==> src/rtl/mem_access_unit.sv <==
// mem_access_unit: load/store front end that turns byte/half/word requests into whole-word RAM cycles.
// Optional MEM_ACC_BOUND_CHECK_EN makes word indices >= RAM_DEPTH an error instead of wrapping.
module mem_access_unit #(
  parameter int ADDR_WIDTH = 32,
  parameter int DATA_WIDTH = 32,
  parameter int RAM_DEPTH  = 4096
) (
  input  logic                  sys_clk_i,
  input  logic                  rst_n_i,
  input  logic                  req_valid_i,
  output logic                  req_ready_o,
  input  logic                  req_we_i,
  input  logic [2:0]            req_funct3_i,
  input  logic [ADDR_WIDTH-1:0] req_addr_i,
  input  logic [DATA_WIDTH-1:0] req_wdata_i,
  output logic                  rsp_valid_o,
  output logic [DATA_WIDTH-1:0] rsp_rdata_o,
  output logic                  rsp_err_o,
  output logic                  ram_wr_en_o,
  output logic [ADDR_WIDTH-1:0] ram_wr_addr_o,
  output logic [DATA_WIDTH-1:0] ram_wr_data_o,
  output logic                  ram_rd_en_o,
  output logic [ADDR_WIDTH-1:0] ram_rd_addr_o,
  input  logic [DATA_WIDTH-1:0] ram_rd_data_i
);
  typedef enum logic [2:0] {IDLE, RD, WAIT, WR, RESP} state_t;
  localparam logic [ADDR_WIDTH-1:0] MASK = ADDR_WIDTH'(RAM_DEPTH - 1);
  state_t state, state_nx;
  logic legal, misal, oor, req_err, accept;
  logic [ADDR_WIDTH-1:0] word_addr, addr_q;
  logic we_q;
  logic [2:0] f3_q;
  logic [1:0] lane_q;
  logic [4:0] sh_amt;
  logic [DATA_WIDTH-1:0] wr_data, bmask, merged, shifted, load_ext;
  assign legal = req_funct3_i[1:0] != 2'b11 && (req_we_i ? !req_funct3_i[2] : req_funct3_i != 3'b110);
  assign misal = (req_funct3_i[1:0] == 2'b01 && req_addr_i[0]) || (req_funct3_i[1:0] == 2'b10 && |req_addr_i[1:0]);
`ifdef MEM_ACC_BOUND_CHECK_EN
  assign oor = req_addr_i[ADDR_WIDTH-1:2] >= (ADDR_WIDTH-2)'(RAM_DEPTH);
`else
  assign oor = 1'b0;
`endif
  assign req_err   = !legal || misal || oor;
  assign word_addr = {2'b0, req_addr_i[ADDR_WIDTH-1:2]} & MASK;
  assign accept    = req_valid_i && state == IDLE;
  // Half accesses are aligned, so lane*8 is also the correct half shift.
  assign sh_amt   = {lane_q, 3'b0};
  assign bmask    = f3_q[0] ? 32'h0000ffff << sh_amt : 32'h000000ff << sh_amt;
  assign merged   = (ram_rd_data_i & ~bmask) | ((f3_q[0] ? {2{wr_data[15:0]}} : {4{wr_data[7:0]}}) & bmask);
  assign shifted  = ram_rd_data_i >> sh_amt;
  assign load_ext = f3_q[1] ? ram_rd_data_i :
                    f3_q[0] ? {{16{shifted[15] & ~f3_q[2]}}, shifted[15:0]} :
                              {{24{shifted[7] & ~f3_q[2]}}, shifted[7:0]};
  assign req_ready_o   = state == IDLE && rst_n_i;
  assign rsp_valid_o   = state == RESP;
  assign ram_rd_en_o   = state == RD;
  assign ram_wr_en_o   = state == WR;
  assign ram_rd_addr_o = addr_q;
  assign ram_wr_addr_o = addr_q;
  assign ram_wr_data_o = wr_data;
  always_ff @(posedge sys_clk_i or negedge rst_n_i)
    if (!rst_n_i) state <= IDLE;
    else state <= state_nx;
  always_comb begin
    state_nx = state;
    unique case (state)
      IDLE: if (req_valid_i) state_nx = req_err ? RESP : (req_we_i && req_funct3_i[1]) ? WR : RD;
      RD:   state_nx = WAIT;
      WAIT: state_nx = we_q ? WR : RESP;
      WR:   state_nx = RESP;
      RESP: state_nx = IDLE;
      default: state_nx = IDLE;
    endcase
  end
  always_ff @(posedge sys_clk_i or negedge rst_n_i)
    if (!rst_n_i) begin
      we_q        <= 1'b0;
      f3_q        <= '0;
      lane_q      <= '0;
      addr_q      <= '0;
      wr_data     <= '0;
      rsp_rdata_o <= '0;
      rsp_err_o   <= 1'b0;
    end else begin
      if (accept) begin
        we_q    <= req_we_i;
        f3_q    <= req_funct3_i;
        lane_q  <= req_addr_i[1:0];
        addr_q  <= word_addr;
        wr_data <= req_wdata_i;
        if (req_err) begin
          rsp_rdata_o <= '0;
          rsp_err_o   <= 1'b1;
        end
      end
      if (state == WAIT && we_q) wr_data <= merged;
      if (state == WAIT && !we_q) begin
        rsp_rdata_o <= load_ext;
        rsp_err_o   <= 1'b0;
      end
      if (state == WR) begin
        rsp_rdata_o <= '0;
        rsp_err_o   <= 1'b0;
      end
    end
endmodule
==> config.mk <==
export PLATFORM = sky130hd
export DESIGN_NAME = mem_access_unit
export DESIGN_NICKNAME = d
export VERILOG_FILES = /design/src/rtl/mem_access_unit.sv
export SDC_FILE = /design/constraint.sdc
export NUM_CORES = 1
export LEC_CHECK = 0
export BUFFER_PORTS_ARGS = -buffer_cell sky130_fd_sc_hd__buf_2
export CORE_ASPECT_RATIO = 2
export CORE_MARGIN = 2
export CORE_UTILIZATION = 47
export DETAILED_ROUTE_END_ITERATION = 12
export PLACE_DENSITY = 0.81
export SLEW_MARGIN = 20
export SYNTH_ARGS = -nofsm -noshare
export SYNTH_HDL_FRONTEND = slang
export SYNTH_SLANG_ARGS = --single-unit
==> constraint.sdc <==
create_clock -name sys_clk_i -period 2 [get_ports sys_clk_i]
set_input_delay 0.4 -clock sys_clk_i [delete_from_list [all_inputs] [get_ports sys_clk_i]]
set_output_delay 0.4 -clock sys_clk_i [all_outputs]
set_load 0.1 [all_outputs]
==> results of run 1 <==
==> final cells by class <==
type / instances / area [um2] / area share, %
well taps: 135 / 169 / 2.73
inverters: 3 / 11.3 / 0.182
flip-flops and latches: 86 / 2160 / 34.8
clock inverters: 7 / 103 / 1.66
clock buffers: 9 / 225 / 3.64
repair buffers: 200 / 1170 / 18.9
multi-input cells: 404 / 2360 / 38.1
==> flip-flops by register name, indices dropped and copies added (netlist names), named ones only <==
signal	flops
ram_wr_data_o	24
lane_q	2
rsp_rdata_o	32
we_q	1
f3_q	3
rsp_err_o	1
ram_rd_addr_o	12
state	3
==> cell usage in the layout (no fill, tap or decap), types with 2 or more instances in the layout <==
master and count:
buf_2 172, nand2_1 140, dfrtp_1 83, conb_1 40, a22oi_1 32, mux2i_1 23, buf_4 20, a21oi_1 19
nor2_1 19, and3_1 16, a2bb2oi_1 15, o21ai_0 12, a31oi_1 10, clkbuf_16 9, nand3b_1 8, o21ai_1 8
o22ai_1 8, o211a_1 8, buf_12 8, o211ai_1 7, o221ai_1 7, nand2b_1 4, inv_1 3, inv_6 3
dfrtp_2 3, nor2b_2 2, and2_1 2, nor3b_2 2, nor4b_4 2, o21ai_2 2, nand3_1 2, nor3_1 2
bufinv_16 2
==> what timing repair did <==
action,in CTS,in global routing
resized for setup,2,4
endpoints found under the setup margin,1,16
gates cloned,0,0
endpoints found under the hold margin,0,0
buffers inserted,0,2
==> metal layers <==
layer,GRT usage (%),wire length [um]
met1,29.3,5330
met2,45.5,7740
met3,3.03,733
met4,16.8,739
met5,0,0
==> worst max-delay path: stages, from the launching register on <==
cell     delay [ns]
dfrtp_2        0.46
buf_4          0.19
nor2b_2        0.16
and2_1         0.19
buf_12         0.18
==> worst paths after layout <==
kind / start / endpoint / slack [ns] / depth (start not counted)
worst min register to register: rsp_rdata_o[6] / rsp_rdata_o[6] / 0.46 / 2
worst min-delay path: rst_n_i / ram_rd_addr_o[11] / 0.09 / 2
max in group asynchronous: rst_n_i / state[2] / 1.53 / 2
worst max register to register: state[1] / register / 0.11 / 5
worst max-delay path: state[2] / ram_wr_en_o / 0.07 / 4
min in group sys_clk_i: req_addr_i[7] / ram_rd_addr_o[5] / 0.24 / 3
==> per-stage QoR <==
stage	setup slack, ns	instances	area (um2)	utilization, %	setup TNS [ns]
6_report	0.0714	844	6190	61.0	0
5_1_grt	0.00279	844	6190	61.0	0
4_1_cts	0.0303	842	6170	60.7	0
3_5_place_dp	0.0247	826	5830	57.5	0
3_3_place_gp	0.120	826	5830	57.5	0
2_1_floorplan	-0.238	585	5070	-	-0.574
==> logic make-up after synthesis <==
family / after synthesis / synth area share [%]
other cells: 1 / 0.0765
buf+inv: 95 / 12.0
compound gates: 134 / 19.5
mux: 24 / 5.16
flops: 86 / 43.9
simple gates: 206 / 19.3
==> metrics.md, run 1 <==
| Metric | Value |
|---|---|
| Worst-path fanout max | `7` |
| Vias in the first global route | `4,577` |
| Vias per cell | `approximately 5.4` |
| CTS Buf Count | `9` |
| Sequential area share after synthesis | `43.9%` |
| Minimum clock period | `1.93 ns` |
| H-Tree Depth | `3` |
| Distinct cells, synth | `43` |
| Die width | `roughly 76 um` |
| Syn_area_per_cell | `8.98 um2` |
| HPWL Detailed | `between 10,000 and 15,000 um` |
| Layout cells sized above 1 | `33.1%` |
| Layout Area Growth over Synthesis | `26.4%` |
| Required @ worst endpoint | `about 1.6 ns` |
| Clk_lat worst skew | `0.34 ns` |
| Max Root-Sink Buffers | `2` |
| Starting Density | `~48%` |
| Post-synthesis cell area | `4900 um2` |
| Top cell type's share of synthesized area | `43.9%` |
| CTS tree | `yes` |
| Main synth FF type | `dfrtp_1` |
| Pin count of the biggest net entering global routing | `87` |
| Fillers | `891` |
| ANT cells | `0` |
| Relative slew slack | `roughly 45%` |
| GRT overflow | `0` |
| Pre-Repair DR Iteration Count | `5` |
| Setup CP Type | `reg2out` |
| Final nets | `slightly above 800` |
| Startpoint types | `register` |
| Setup Skew | `0.0103 ns` |
| Setup crit end kind | `output pin` |
| Clock sinks | `86` |
| Drt wl/cell | `17.2 um` |
| Least-Margin Pin Slew | `around 0.82 ns` |
| Status | `finished, final reports clean` |
| Initial antenna violation count | `0` |
| Final setup viols | `0` |
| EDFF count, synth | `0` |
| Final hold vios | `0` |
| Area of the core | `roughly 10,000 um2` |
| Highest Clock Rate | `between 0.5 and 0.6 GHz` |
| Post-synthesis cell count | `approximately 550` |
| Largest area contributor in the netlist | `dfrtp_1` |
| HP Class | `in2async` |
| Max-cap violations | `0` |
| DRC Markers | `0` |
| Period utilisation layout | `a little over nine tenths` |
| # IOs | `236` |
| RSZ-0062 raised after global routing | `no` |
| Final hold slack | `roughly 0.087 ns` |
| YS warnings | `0` |
| Top cells by instance count after synthesis | `nand2_1, dfrtp_1, buf_4, a22oi_1, mux2i_1` |
| Arr. time, crit path | `1.53 ns` |
| FFs w/ async S/R, synth | `100%` |
| GPL Wtd Cong | `roughly 0.95` |
| PortBufs | `about 180` |
| Drt initial violations | `approximately 310` |
| Via count | `about 4,600` |
| CTS root buffer | `clkbuf_16` |
| Post-route ant nets | `0` |
| Number of synthesized register bits | `between 80 and 90` |
| Routed Wire Length | `about 15,000 um` |
| Die H | `~150 um` |
| Die area | `11,300 um2` |
| Fin. max-slew vios | `0` |
| Row count | `52` |
| Total GRT Usage | `25.8%` |
| CTS Hold Bufs | `0` |
| Synth top area cells | `dfrtp_1, nand2_1, buf_4` |
| First-pass GRT wire length | `23,100 um` |
| Most common cell in the netlist | `nand2_1` |
| Clock transition at path regs | `0.07 ns` |
Power of run 1 is not shown: default switching activity piles up to over one toggle a cycle in this logic, so the estimate is an artifact.
==> inputs of run 2 (changes only) <==
- CORE_UTILIZATION: 47 -> 43
- PLACE_DENSITY: 0.81 -> 0.75
==> metrics.md, run 2 (synthesis results as in run 1) <==
| Metric | Value |
|---|---|
| Max Root-Sink Buffers | `2 (unchanged)` |
| Die area | `12,300 um2 (was 11,300 um2)` |
| Die width | `79.5 um (was 76.2 um)` |
| Post_cts resized | `0 (was 2)` |
| Die H | `155 um (was 148 um)` |
| Drt initial violations | `274 (was 314)` |
| Clock transition at path regs | `0.07 ns (about the same)` |
| GPL Wtd Cong | `0.950 (was 0.952)` |
| PortBufs | `177 (unchanged)` |
| Layer with the highest usage | `met2 (unchanged)` |
| Starting Density | `43.7% (was 48.3%)` |
| Commonest non-fill, non-tap cells in the layout | `buf_2, nand2_1, dfrtp_1, conb_1, a22oi_1 (unchanged)` |
| Final nets | `805 (was 807)` |
| Pre-Repair DR Iteration Count | `4 (was 5)` |
| HP Class | `in2async (unchanged)` |
| Fin. max-slew vios | `0 (unchanged)` |
| # IOs | `236 (unchanged)` |
| CTS root buffer | `clkbuf_16 (unchanged)` |
| Post-CTS Repair Setup Buffers | `0 (unchanged)` |
| H-Tree Depth | `3 (unchanged)` |
| CP cell instances | `buf_4 -> nor2b_2 -> and2_1 -> buf_12 (unchanged)` |
| Startpoint types | `register (unchanged)` |
| Arr. time, crit path | `1.50 ns (was 1.53 ns)` |
| Setup CP Type | `reg2out (unchanged)` |
| Clk_lat worst skew | `0.34 ns (about the same)` |
| Least-Margin Pin Slew | `0.894 ns (was 0.822 ns)` |
| Final hold vios | `0 (unchanged)` |
| Setup crit end kind | `output pin (unchanged)` |
| Worst flop-to-flop path startpoint | `state[1] (unchanged)` |
| RSZ-0062 raised after global routing | `no (unchanged)` |
| Final setup viols | `0 (unchanged)` |
| Area of the core | `11,200 um2 (was 10,100 um2)` |
| Vias in the first global route | `4,370 (was 4,577)` |
| CTS Buf Count | `9 (unchanged)` |
| Cell area after placement | `5830 um2 (about the same)` |
| Highest Clock Rate | `0.527 GHz (was 0.519 GHz)` |
| Fillers | `1,095 (was 891)` |
| Status | `finished, final reports clean (unchanged)` |
| Worst-path fanout max | `10 (was 7)` |
| CTS tree | `yes (unchanged)` |
| Worst setup path start | `state[2] (unchanged)` |
| First-pass GRT wire length | `22,900 um (was 23,100 um)` |
| Period utilisation layout | `94.9% (was 96.4%)` |
| Top reg by flops | `rsp_rdata_o (unchanged)` |
| Max reg flops | `32 (unchanged)` |
| CTS Hold Bufs | `0 (unchanged)` |
| Post-route ant nets | `0 (unchanged)` |
| ANT cells | `0 (unchanged)` |
| Pin count of the biggest net entering global routing | `87 (unchanged)` |
| GRT overflow | `0 (unchanged)` |
| M2 GR Usage | `42.4% (was 45.5%)` |
| Final instance area | `6120 um2 (was 6190 um2)` |
| Total GRT Usage | `24.1% (was 25.8%)` |
| Initial antenna violation count | `0 (unchanged)` |
| Most common cell after layout, fill and taps aside | `buf_2 (unchanged)` |
| Required @ worst endpoint | `1.60 ns (about the same)` |
| Relative slew slack | `40.0% (was 44.8%)` |
| HPWL Detailed | `11,400 um (was 11,300 um)` |
| Via count | `4,520 (was 4,550)` |
| Vias per cell | `5.32 (was 5.39)` |
| Minimum clock period | `1.90 ns (was 1.93 ns)` |
| Met1 Resource Use GR | `27.5% (was 29.3%)` |
| Row count | `55 (was 52)` |
| Routed Wire Length | `14,600 um (was 14,500 um)` |
| Crit-path max cell delay | `0.41 ns (was 0.46 ns)` |
| GRT met3 Usage | `3.07% (was 3.03%)` |
| DRC Markers | `0 (unchanged)` |
| Setup Skew | `0.00618 ns (was 0.0103 ns)` |
| Drt wl/cell | `17.2 um (about the same)` |
| CP max-delay cell | `dfrtp_1 (was dfrtp_2)` |
| Layout cells sized above 1 | `32.5% (was 33.1%)` |
| Clock sinks | `86 (unchanged)` |
| Max-cap violations | `0 (unchanged)` |
| Layout Area Growth over Synthesis | `25.0% (was 26.4%)` |
-- run 2: metrics by stage --
step | setup TNS, ns | setup WS, ns | utilization, % | instances | hold WS [ns]
2_1_floorplan | -0.574 | -0.238 | - | 585 | 0.104
3_3_place_gp | 0 | 0.154 | 52.0 | 833 | 0.453
3_5_place_dp | 0 | 0.103 | 52.0 | 833 | 0.458
4_1_cts | 0 | 0.0110 | 54.5 | 849 | 0.227
5_1_grt | 0 | 0.00802 | 54.6 | 849 | 0.240
6_report | 0 | 0.101 | 54.6 | 849 | 0.193
-- run 2: critical path, delay by kind of cell, from the launching register on --
family,cells,cell delay (ns)
DFF,1,0.41
buffers and inverters,2,0.39
and+or+nand+nor,2,0.35
-- run 2: path summary, 6_finish.rpt --
kind                                     endpoint  slack, ns  cells past startpoint
worst max-delay path                  ram_wr_en_o       0.10                      4
worst min-delay path             ram_rd_addr_o[0]       0.19                      2
worst max register to register           register       0.12                      5
worst min register to register     rsp_rdata_o[2]       0.48                      2
max in group asynchronous       ram_wr_data_o[25]       1.25                      2
min in group sys_clk_i          ram_rd_addr_o[10]       0.24                      3
-- run 2: metal layers --
layer	routed length (um)	vias up	share of wire (%)
met5	0	-	0
met4	775	0	5.3
met3	694	42	4.7
met2	7820	175	54
met1	5320	2153	36
li1	-	2150	-
-- run 2: final cells by class --
class	instances	area, um2	area share, %
Tap cell	142	178	2.90
Inverter	3	11.3	0.184
Clock buffer	9	225	3.68
Sequential cell	86	2150	35.1
Multi-Input combinational cell	404	2350	38.4
Clock inverter	7	56.3	0.919
Timing Repair Buffer	198	1150	18.8
Power of run 2 is left out for the same reason.
==> inputs of run 3 (changes only) <==
- ABC_AREA: default -> 1
- PLACE_DENSITY: 0.75 -> 0.74
==> metrics.md, run 3 <==
| Metric | Value |
|---|---|
| Status | `finished, final reports clean (unchanged)` |
| Die H | `161 um (was 155 um)` |
| Via count | `5,273 (was 4,520)` |
| Top cells by instance count after synthesis | `nand2_1, dfrtp_1, nand3_1, a21oi_1, buf_4 (was nand2_1, dfrtp_1, buf_4, a22oi_1, mux2i_1)` |
| EDFF count, synth | `0 (unchanged)` |
| # IOs | `236 (unchanged)` |
| Arr. time, crit path | `1.50 ns (about the same)` |
| Required @ worst endpoint | `1.60 ns (about the same)` |
| Post-CTS Repair Setup Buffers | `0 (unchanged)` |
| Vias per cell | `5.11 (was 5.32)` |
| YS warnings | `0 (unchanged)` |
| Max-cap violations | `0 (unchanged)` |
| CTS root buffer | `clkbuf_16 (unchanged)` |
| Max Root-Sink Buffers | `2 (unchanged)` |
| Fillers | `1,275 (was 1,095)` |
| Pre-Repair DR Iteration Count | `5 (was 4)` |
| Clock sinks | `86 (unchanged)` |
| Routed Wire Length | `17,300 um (was 14,600 um)` |
| HP Class | `in2async (unchanged)` |
| Post-synthesis cell area | `5310 um2 (was 4900 um2)` |
| Top reg by flops | `rsp_rdata_o (unchanged)` |
| PortBufs | `177 (unchanged)` |
| Layout cells sized above 1 | `28.2% (was 32.5%)` |
| Final setup viols | `0 (unchanged)` |
| Area of the multi-input gates | `2530 um2 (was 2350 um2)` |
| CTS Hold Bufs | `0 (unchanged)` |
| Max reg flops | `32 (unchanged)` |
| Number of synthesized register bits | `86 (unchanged)` |
| FFs w/ async S/R, synth | `100% (unchanged)` |
| Syn_area_per_cell | `7.38 um2 (was 8.98 um2)` |
| Largest area contributor in the netlist | `dfrtp_1 (unchanged)` |
| Sequential area share after synthesis | `40.5% (was 43.9%)` |
| Worst-path fanout max | `4 (was 10)` |
| Drt wl/cell | `16.8 um (was 17.2 um)` |
| Distinct cells, synth | `30 (was 43)` |
| Starting Density | `43.8% (was 43.7%)` |
| Period utilisation layout | `95.1% (was 94.9%)` |
| RSZ-0062 raised after global routing | `no (unchanged)` |
| Total GRT Usage | `26.7% (was 24.1%)` |
| TNS Setup | `0 ns (unchanged)` |
| CTS Buf Count | `9 (unchanged)` |
| Row count | `57 (was 55)` |
| H-Tree Depth | `3 (unchanged)` |
| Final hold vios | `0 (unchanged)` |
| Vias in the first global route | `5,219 (was 4,370)` |
| Main synth FF type | `dfrtp_1 (unchanged)` |
| HPWL Detailed | `13,500 um (was 11,400 um)` |
| Register Area | `2150 um2 (unchanged)` |
| Setup Skew | `0.00954 ns (was 0.00618 ns)` |
| Top cell type's share of synthesized area | `40.5% (was 43.9%)` |
| Highest Clock Rate | `0.526 GHz (was 0.527 GHz)` |
| Die width | `82.6 um (was 79.5 um)` |
| Minimum clock period | `1.90 ns (about the same)` |
| Clock transition at path regs | `0.06 ns (was 0.07 ns)` |
| Relative slew slack | `49.9% (was 40.0%)` |
| Drt initial violations | `364 (was 274)` |
| Post-route ant nets | `0 (unchanged)` |
| Die area | `13,300 um2 (was 12,300 um2)` |
| Least-Margin Pin Slew | `0.751 ns (was 0.894 ns)` |
| Setup CP Type | `reg2out (unchanged)` |
| Most common cell in the netlist | `nand2_1 (unchanged)` |
| Area of the core | `12,100 um2 (was 11,200 um2)` |
| Clk_lat worst skew | `0.35 ns (was 0.34 ns)` |
| CTS tree | `yes (unchanged)` |
| Setup crit end kind | `output pin (unchanged)` |
| Fin. max-slew vios | `0 (unchanged)` |
| Final nets | `981 (was 805)` |
| Pin count of the biggest net entering global routing | `87 (unchanged)` |
| Post-synthesis cell count | `719 (was 546)` |
| Initial antenna violation count | `2 (was 0)` |
| GPL Wtd Cong | `0.895 (was 0.950)` |
| Layout Area Growth over Synthesis | `21.8% (was 25.0%)` |
| First-pass GRT wire length | `26,500 um (was 22,900 um)` |
| Synth top area cells | `dfrtp_1, nand2_1, buf_4 (unchanged)` |
| GRT overflow | `0 (unchanged)` |
| Most common cell after layout, fill and taps aside | `nand2_1 (was buf_2)` |
| Commonest non-fill, non-tap cells in the layout | `nand2_1, buf_2, dfrtp_1, nand3_1, a21oi_1 (was buf_2, nand2_1, dfrtp_1, conb_1, a22oi_1)` |
| DRC Markers | `0 (unchanged)` |
| Startpoint types | `register (unchanged)` |
## run 3: cells by family (layout without fill, tap and decap cells)
family,after synthesis,after routing,synth area share [%]
flops,86,86,40.5
buf+inv,144,268,15.3
compound gates,142,142,15.6
other cells,1,42,0.0706
simple gates,346,346,28.5
## run 3: final timing paths
path	startpoint	to	slack, ns	cells after the start
setup / recovery	state[1]	req_ready_o	0.1	5
hold / removal	rst_n_i	ram_rd_addr_o[10]	0.1	2
setup reg to reg	state[2]	rsp_rdata_o[4]	0.21	8
hold reg to reg	rsp_rdata_o[6]	rsp_rdata_o[6]	0.48	2
max in group asynchronous	rst_n_i	ram_wr_data_o[16]	1.53	2
min in group sys_clk_i	req_addr_i[11]	ram_rd_addr_o[9]	0.25	3
## run 3: layout make-up
class | instances | share of cell area [%]
Clock buffer | 12 | 3.81
Sequential cell | 86 | 33.3
Tap cell | 147 | 2.84
Antenna cell | 2 | 0.0774
Clock inverter | 3 | 0.697
Multi-Input combinational cell | 528 | 39.1
Inverter | 55 | 3.31
Timing Repair Buffer | 198 | 16.9
## run 3: per-layer routing
layer | global-route usage, % | up-vias | wire length (um) | part of all wire (%)
li1 | - | 2550 | - | -
met1 | 29.4 | 2400 | 6160 | 36
met2 | 46.0 | 260 | 9140 | 53
met3 | 3.52 | 63 | 908 | 5.2
met4 | 17.5 | 0 | 1120 | 6.5
met5 | 0 | - | 0 | 0
## run 3: repair_timing
item	CTS	global route
gates resized for setup	2	3
endpoints found under the setup margin	10	10
pin swaps	0	0
## run 3: metrics by stage
stage          utilization, %  std cells  cell area (um2)  setup WS (ns)  hold slack [ns]
2_1_floorplan               -        758             5480         0.0995            0.104
3_3_place_gp             50.8       1014             6150        -0.0746            0.453
3_5_place_dp             50.8       1014             6150         -0.150            0.459
4_1_cts                  53.2       1029             6450         0.0189            0.126
5_1_grt                  53.3       1031             6470         0.0274            0.132
6_report                 53.3       1031             6470         0.0986           0.0967
## run 3: critical path, cell delays in order, from the launching register on
cell and delay, ns:
dfrtp_1 0.42, buf_4 0.18, inv_1 0.06, nand3_2 0.14, nor2_2 0.17, buf_12 0.19
Power of run 3 is left out for the same reason.
